<file path="src/rtl/sweep_ctrl_if.sv">
// Interface bundle for sweep_ctrl. It carries the sweep request and the
// counter feedback in, and the counter control and status pulses out.
interface sweep_ctrl_if #(
   parameter int n  = 8,
   parameter int dw = 8
);
   logic          start;
   logic          stop;
   logic [n-1:0]  lo;
   logic [n-1:0]  hi;
   logic [dw-1:0] div;
   logic [7:0]    cycles;
   logic [n-1:0]  Q;
   logic          L;
   logic [n-1:0]  R;
   logic          E;
   logic          up_down;
   logic          busy;
   logic          turn;
   logic          done;
   logic          err;

   modport master (
      output start, stop, lo, hi, div, cycles, Q,
      input  L, R, E, up_down, busy, turn, done, err
   );

   modport slave (
      input  start, stop, lo, hi, div, cycles, Q,
      output L, R, E, up_down, busy, turn, done, err
   );
endinterface

</file>
<file path="src/rtl/sweep_ctrl.sv">
// Sweep controller. It drives an external up/down counter back and forth
// between lo and hi, and it advances the counter one step per prescaler tick.
//
// state | meaning
// IDLE  | waiting for start; latched parameters hold the last sweep
// LOAD  | one cycle: load the counter with lo and clear the prescaler
// UP    | step +1 on each tick until Q reaches hi, then reverse
// DOWN  | step -1 on each tick until Q reaches lo, then count a round trip
module sweep_ctrl #(
   parameter int n  = 8,
   parameter int dw = 8
) (
   input  logic        clk,
   input  logic        rst,
   sweep_ctrl_if.slave bus
);
   typedef enum logic [1:0] {IDLE, LOAD, UP, DOWN} state_t;

   state_t        state, state_nx;
   logic [n-1:0]  lo_l, hi_l;
   logic [dw-1:0] div_l, psc;
   logic [7:0]    cycles_l, round_cnt, round_nx;
   logic          err_q, tick, accept, reject, stepping;
   logic          e_c, turn_c, done_c;

   assign stepping = (state == UP) || (state == DOWN);
   assign tick     = stepping && (psc == div_l);
   assign accept   = (state == IDLE) && bus.start && !bus.stop && (bus.lo < bus.hi);
   assign reject   = (state == IDLE) && bus.start && !bus.stop && !(bus.lo < bus.hi);
   assign round_nx = round_cnt + 8'd1;

   always_comb begin
      state_nx = state;
      e_c      = 1'b0;
      turn_c   = 1'b0;
      done_c   = 1'b0;
      if (bus.stop) begin
         state_nx = IDLE;
      end else begin
         case (state)
            IDLE: if (accept) state_nx = LOAD;
            LOAD: state_nx = UP;
            UP: begin
               if (tick) begin
                  if (bus.Q < hi_l) begin
                     e_c = 1'b1;
                  end else begin
                     turn_c   = 1'b1;
                     state_nx = DOWN;
                  end
               end
            end
            DOWN: begin
               if (tick) begin
                  if (bus.Q > lo_l) begin
                     e_c = 1'b1;
                  end else begin
                     turn_c   = 1'b1;
                     state_nx = UP;
                     // A count of zero means sweep forever, so no done pulse.
                     if ((cycles_l != 8'd0) && (round_nx == cycles_l)) begin
                        done_c   = 1'b1;
                        state_nx = IDLE;
                     end
                  end
               end
            end
            default: state_nx = IDLE;
         endcase
      end
   end

   always_ff @(posedge clk or posedge rst) begin
      if (rst) begin
         state     <= IDLE;
         psc       <= '0;
         round_cnt <= '0;
         lo_l      <= '0;
         hi_l      <= '0;
         div_l     <= '0;
         cycles_l  <= '0;
         err_q     <= 1'b0;
      end else begin
         state <= state_nx;
         err_q <= reject;
         if (stepping && !bus.stop) psc <= tick ? '0 : psc + 1'b1;
         else                       psc <= '0;
         if (accept) begin
            lo_l      <= bus.lo;
            hi_l      <= bus.hi;
            div_l     <= bus.div;
            cycles_l  <= bus.cycles;
            round_cnt <= '0;
         end else if (turn_c && (state == DOWN)) begin
            round_cnt <= round_nx;
         end
      end
   end

   assign bus.L       = (state == LOAD);
   assign bus.R       = lo_l;
   assign bus.E       = e_c;
   assign bus.up_down = (state != DOWN);
   assign bus.busy    = (state != IDLE);
   assign bus.turn    = turn_c;
   assign bus.done    = done_c;
   assign bus.err     = err_q;
endmodule

</file>
<file path="src/flat_wrapper.sv">
// flat-port wrapper written by rule: the top's interface ports become plain ports
module sweep_ctrl_flat 
#(
   parameter int n  = 8,
   parameter int dw = 8
)
  (clk, rst, bus_start, bus_stop, bus_lo, bus_hi, bus_div, bus_cycles, bus_Q, bus_L, bus_R, bus_E, bus_up_down, bus_busy, bus_turn, bus_done, bus_err);
  sweep_ctrl_if #(.n(n), .dw(dw)) bus_i ();
  input  logic clk;
  input  logic rst;
  input wire logic [$bits(bus_i.start)-1:0] bus_start;
  input wire logic [$bits(bus_i.stop)-1:0] bus_stop;
  input wire logic [$bits(bus_i.lo)-1:0] bus_lo;
  input wire logic [$bits(bus_i.hi)-1:0] bus_hi;
  input wire logic [$bits(bus_i.div)-1:0] bus_div;
  input wire logic [$bits(bus_i.cycles)-1:0] bus_cycles;
  input wire logic [$bits(bus_i.Q)-1:0] bus_Q;
  output wire logic [$bits(bus_i.L)-1:0] bus_L;
  output wire logic [$bits(bus_i.R)-1:0] bus_R;
  output wire logic [$bits(bus_i.E)-1:0] bus_E;
  output wire logic [$bits(bus_i.up_down)-1:0] bus_up_down;
  output wire logic [$bits(bus_i.busy)-1:0] bus_busy;
  output wire logic [$bits(bus_i.turn)-1:0] bus_turn;
  output wire logic [$bits(bus_i.done)-1:0] bus_done;
  output wire logic [$bits(bus_i.err)-1:0] bus_err;
  assign bus_i.start = bus_start;
  assign bus_i.stop = bus_stop;
  assign bus_i.lo = bus_lo;
  assign bus_i.hi = bus_hi;
  assign bus_i.div = bus_div;
  assign bus_i.cycles = bus_cycles;
  assign bus_i.Q = bus_Q;
  assign bus_L = bus_i.L;
  assign bus_R = bus_i.R;
  assign bus_E = bus_i.E;
  assign bus_up_down = bus_i.up_down;
  assign bus_busy = bus_i.busy;
  assign bus_turn = bus_i.turn;
  assign bus_done = bus_i.done;
  assign bus_err = bus_i.err;
  sweep_ctrl #(.n(n), .dw(dw)) u_core (.clk(clk), .rst(rst), .bus(bus_i));
endmodule
</file>
<file path="config.mk">
export PLATFORM = sky130hd
export DESIGN_NAME = sweep_ctrl_flat
export DESIGN_NICKNAME = d
export VERILOG_FILES = /design/src/rtl/sweep_ctrl_if.sv /design/src/rtl/sweep_ctrl.sv /design/src/flat_wrapper.sv
export SDC_FILE = /design/constraint.sdc
export NUM_CORES = 1
export LEC_CHECK = 0
export CAP_MARGIN = 20
export CORE_AREA = 2 2 75 77
export CTS_BUF_LIST = sky130_fd_sc_hd__clkbuf_4
export DETAILED_ROUTE_END_ITERATION = 10
export DIE_AREA = 0 0 77 79
export GPL_TIMING_DRIVEN = 0
export PLACE_DENSITY = 0.87
export SLEW_MARGIN = 20
export SYNTH_ARGS = -nofsm -noshare
export SYNTH_HDL_FRONTEND = slang
export SYNTH_SLANG_ARGS = --single-unit
</file>
<file path="constraint.sdc">
create_clock -name clk -period 3.6 [get_ports clk]
set_clock_uncertainty 0.15 [all_clocks]
set_input_delay 0.36 -clock clk [delete_from_list [all_inputs] [get_ports clk]]
set_output_delay 0.36 -clock clk [all_outputs]
set_load 0.1 [all_outputs]
</file>
Word level (Yosys, flattened, before mapping)
Index checks and enable logic that the tools add are counted.
Widths: inputs -> output; s select.
Storage, ports and cells
  flip-flop bits (word level): 51
  input port bits: 44
Cells by class
  add/sub/neg operators: 2
  order comparisons: 3
  eq/ne operators: 11
  muxes and demuxes: 29
  reduce and logical (&&, ||, !) cells: 16
Operator list (number)
  $mux 8: 4
  $add 8x1->8 const B: 2
  $eq 8x8->1: 2
  $lt 8x8->1: 2
  $mux 1: 15
  $mux 2: 7
  $ne 3x2->1 const B: 3
  $gt 8x8->1: 1
  $logic_and 1x1->1: 8
  $pmux 2 s4: 1
  $reduce_bool 8->1: 1
  $ne 3x3->1 const B: 2
  $reduce_and 5->1: 1
  $eq 2x2->1 const B: 2
  $pmux 1 s2: 2
  $reduce_bool 2->1: 2
  $eq 2x1->1 const B: 1
  $logic_not 1->1: 2
  $logic_not 2->1: 1
  $ne 2x2->1 const B: 1
  $logic_or 1x1->1: 1

Depth between registers and ports, before layout
  depth in word-level cells: 9
  depth in mapped cells: 9
  depth with buffers taken out: 8

Worst setup path after synthesis
No wires, ideal clock.
  path kind: reg-to-output
  from: register u_core.lo_l[1] (netlist: u_core.bus.R[1])
  to: output port bus_done
  arrival: 4.282 ns
  data required time: 3.090 ns
  setup slack: -1.192 ns
  cell stages (with the launch flop): 8
  buffers on the path: 0
  path through: dfrtp_1 -> inv_1 -> ha_1 -> nor2b_1 -> o211ai_1 -> a211oi_1 -> or2_2 -> nor3b_1
Between the ends
  word-level cells in the longest chain between the ends: 5
RTL lines
  start: declaration: RTL line sweep_ctrl.sv:20  | logic [n-1:0] lo_l, hi_l;
  start signal: assignment: RTL line sweep_ctrl.sv:89  | lo_l <= bus.lo;
  $gt 8x8->1: RTL line sweep_ctrl.sv:55  | if (bus.Q > lo_l) begin
  $mux 1: RTL line sweep_ctrl.sv:55
  $mux 1: RTL line sweep_ctrl.sv:54  | if (tick) begin
  $mux 1: RTL line sweep_ctrl.sv:40  | case (state)
  $mux 1: RTL line sweep_ctrl.sv:37  | if (bus.stop) begin
  end: declaration: RTL line flat_wrapper.sv:24  | output wire logic [$bits(bus_i.done)-1:0] bus_done;
Every way passes these cells.

Worst setup path after layout
  from: input port bus_Q[1]
  to: output port bus_turn
Between the ends
  word-level cells in the longest chain between the ends: 5
RTL lines
  start: declaration: RTL line flat_wrapper.sv:17  | input wire logic [$bits(bus_i.Q)-1:0] bus_Q;
  $gt 8x8->1 or $lt 8x8->1 (tied branches): RTL line sweep_ctrl.sv:55, sweep_ctrl.sv:45
  $mux 1, on equally long branches: RTL line sweep_ctrl.sv:55, sweep_ctrl.sv:45
  $mux 1, on equally long branches: RTL line sweep_ctrl.sv:54, sweep_ctrl.sv:44
  $pmux 1 s2 *: RTL line sweep_ctrl.sv:40
  $mux 1 *: RTL line sweep_ctrl.sv:37
  end: declaration: RTL line flat_wrapper.sv:23  | output wire logic [$bits(bus_i.turn)-1:0] bus_turn;
Every way passes the cells marked *; elsewhere a longest branch is shown, timed or not.

==> summary.md <==
| Metric | Value |
|---|---|
| Status | finished, final reports clean |
| Top sig layer | met4 |
| Maximum vdd ir drop | 0.000763 V |
| Leakage power | 1.78 nW |
| Hold crit path type | input port to async pin |
| Later-pin clock latency in the skew report | 380 ps |
| N_diodes | 0 |
| Largest area contributor in the netlist | dfrtp_1 |
| Post-Syn Area | 0.00300 mm^2 |
| Routed len/inst | 15.0 um |
| Post-synth cell types | 45 |
| Peak Freq | 291 MHz |
| Number of port buffers | 58 |
| Remaining DRCs | 0 |
| Clock sinks | 51 |
| Post-Syn Nets | 407 |
| Final Total Pwr | 2.68 mW |
| Area growth, synth to finish | 27.5% |
| # placed instances | 470 |
| Final wirelength | 7.15 mm |
| Total grt overflow | 0 |
| Yosys warnings | 0 |
| Via count | 2633 |
| Core ar. | 0.00534 mm^2 |
| Largest net degree at the start of global routing | 30 |
| CTS max path bufs | 2 |
| Layout cells sized above 1 | 6.90% |
| Io pins | 59 |
| CP endpoint kind | primary output |
| FFs w/ async S/R, synth | 100% |
| Die X | 77 um |
| Endpoints failing setup | 0 |
| Cell count after synthesis | 339 |
| Number of CTS-inserted buffers | 5 |
| Initial Util | 56.3% |
| #FFs+latches synth | 51 |
| First-pass GRT wire length | 12.4 mm |
| Nets@finish | 473 |
| Synth area leaders | dfrtp_1, ha_1, nand2_1 |
| DRT Pass-1 Iters | 4 |
| Antenna violations before repair | 0 |
| Tmin final | 3440 ps |
| Critical path data required time | 3090 ps |
| Critical path class | input port to primary output |
| Worst Path Arrival | 2930 ps |
| FP Rows | 27 |
| Non-Filler Instances | 478 |
| Routed vias/inst | 5.51 |
| Final ANT Viol Nets | 0 |
| Number of synthesized flops with an enable pin | 0 |
| Post-CTS Repair Setup Buffers | 0 |
| Critical Path Start Type | input port |
| Met2 routed WL | 3.55 mm |
| Fin crit share | 95.6% |
| Top FF cell, synth | dfrtp_1 |
| Dpl hpwl | 5.57 mm |
| Wire length on met1 | 3.13 mm |
| Pwr/cell area | 700 mW/mm^2 |
| Syn_area_per_cell | 8.86 um^2 |
| Die area | 0.00608 mm^2 |
| Vias in the first global route | 2703 |
| Root buffer cell | clkbuf_4 |
| Max_cap viols | 0 |
| Global placer's final weighted congestion | 0.860 |
| Gr usage total | 25.5% |
| TritonCTS clock tree | done |
| Clock transition at path regs | 150 ps |
| Final Hold Viols | 0 |
| Crit Path Max Fanout | 3 |
| Max_slew headroom | 34.8% |
| Hold Buf Count CTS | 0 |
| WL met3 | 351 um |
| Final slew viol count | 0 |
| Register area share after synthesis | 42.5% |
| Initial DRC Count | 136 |
| H-tree depth | 2 |
| Least-Margin Pin Slew | 975 ps |
| Top cell type's share of synthesized area | 42.5% |
| Die H | 79 um |
cells in the final DEF (no fill, tap or decap), types with 3 or more instances in the layout:
| cell | instances |
|---|---|
| a211oi_1 | 4 |
| a21oi_1 | 11 |
| and4_1 | 3 |
| clkbuf_1 | 7 |
| clkbuf_4 | 7 |
| clkdlybuf4s50_1 | 55 |
| dfrtp_1 | 51 |
| ha_1 | 24 |
| inv_1 | 25 |
| nand2_1 | 80 |
| nand3_1 | 10 |
| nand4_1 | 3 |
| nor2_1 | 18 |
| nor2b_1 | 3 |
| nor3_1 | 3 |
| nor4_1 | 5 |
| o21a_1 | 3 |
| o21ai_0 | 22 |
| or3_1 | 4 |
| xnor2_1 | 10 |
| xor2_1 | 16 |
worst max-delay path: stages:
cell and delay (ps):
clkdlybuf4s50_1 470, ha_1 320, a2111oi_0 390, nor4_1 130, a2111oi_2 460, mux2_2 300
nor2_4 40, clkdlybuf4s15_2 460
repair_timing:
item,4_1_cts,5_1_grt
gates resized for setup,13,4
endpoints found under the hold margin,0,0
setup endpoints to repair,3,3
layout make-up:
cell class	count	area (um^2)
multi-input combinational	252	1610
fill	435	1510
sequential	51	1280
timing repair buffer	59	604
inverter	26	97.6
tap	72	90.1
clock inverter	2	60.1
buffer	10	48.8
clock buffer	6	45.0
flip-flops by register name (all words and copies together), names as in the netlist:
register,count
u_core.round_cnt,8
u_core.hi_l,8
u_core.bus.err,1
u_core.cycles_l,8
u_core.state,2
u_core.psc,8
u_core.bus.R,8
u_core.div_l,8
routing by layer:
layer | vias up | track usage (%)
met5 | - | 0
met4 | 0 | 8.93
met3 | 13 | 4.89
met2 | 80 | 45.6
met1 | 1252 | 30.8
li1 | 1288 | -
synth_stat cells (2+ instances only):
master and instances:
nand4_1 3, or3_1 4, nand2_1 80, nor4_4 2, ha_1 24, xor2_1 16, a211oi_1 4, a2111oi_0 2
o311ai_0 2, a21o_1 2, o21ai_0 22, clkbuf_1 7, and4_1 3, and3_2 2, nand2b_1 2, o21a_1 3
nor2_1 19, nor2b_1 4, a21oi_1 11, xnor2_1 10, nor3b_1 3, dfrtp_1 51, nor3_1 3, nor4_1 5
nand3_1 10, inv_1 26
stage by stage:
step	setup WS [ps]	util [%]	setup TNS [ps]	hold slack, ps	cell area (um^2)
after CTS	16.9	71.7	0	238	3830
after detailed placement	-922	69.7	-1800	337	3720
final	159	71.8	0	223	3830
after floorplan	-208	-	-208	297	3020
after global placement	-870	69.2	-1630	315	3690
after global routing	-13.3	71.8	-13.3	287	3830
report_power, final:
part | internal, mW | switching [mW] | total [mW]
Clock | 0.224 | 0.183 | 0.408
Combinational | 0.452 | 0.904 | 1.36
Sequential | 0.767 | 0.149 | 0.915
Total | 1.44 | 1.24 | 2.68
cells by family after synthesis:
logic type | share of synthesized area (%)
AND/OR/NAND/NOR | 22.9
multiplexers | 0.375
AO/OA/AOI/OAI | 11.8
flip-flops | 42.5
buffers and inverters | 4.87
XOR/XNOR | 7.58
adder cells (fa/ha/maj) | 10.0
worst paths after layout:
path | start | endpoint | slack, ps | cells after the start
hold reg to reg | u_core.psc[0] | u_core.psc[0] | 370 | 1
setup / recovery | bus_Q[1] | bus_turn | 160 | 8
hold / removal | rst | u_core.round_cnt[2] | 220 | 2
min in group clk | bus_div[1] | u_core.div_l[1] | 340 | 3
setup reg to reg | u_core.div_l[7] | u_core.round_cnt[4] | 1040 | 7
max in group asynchronous | rst | u_core.cycles_l[2] | 2540 | 3
Power figures use the tool's default switching activity.
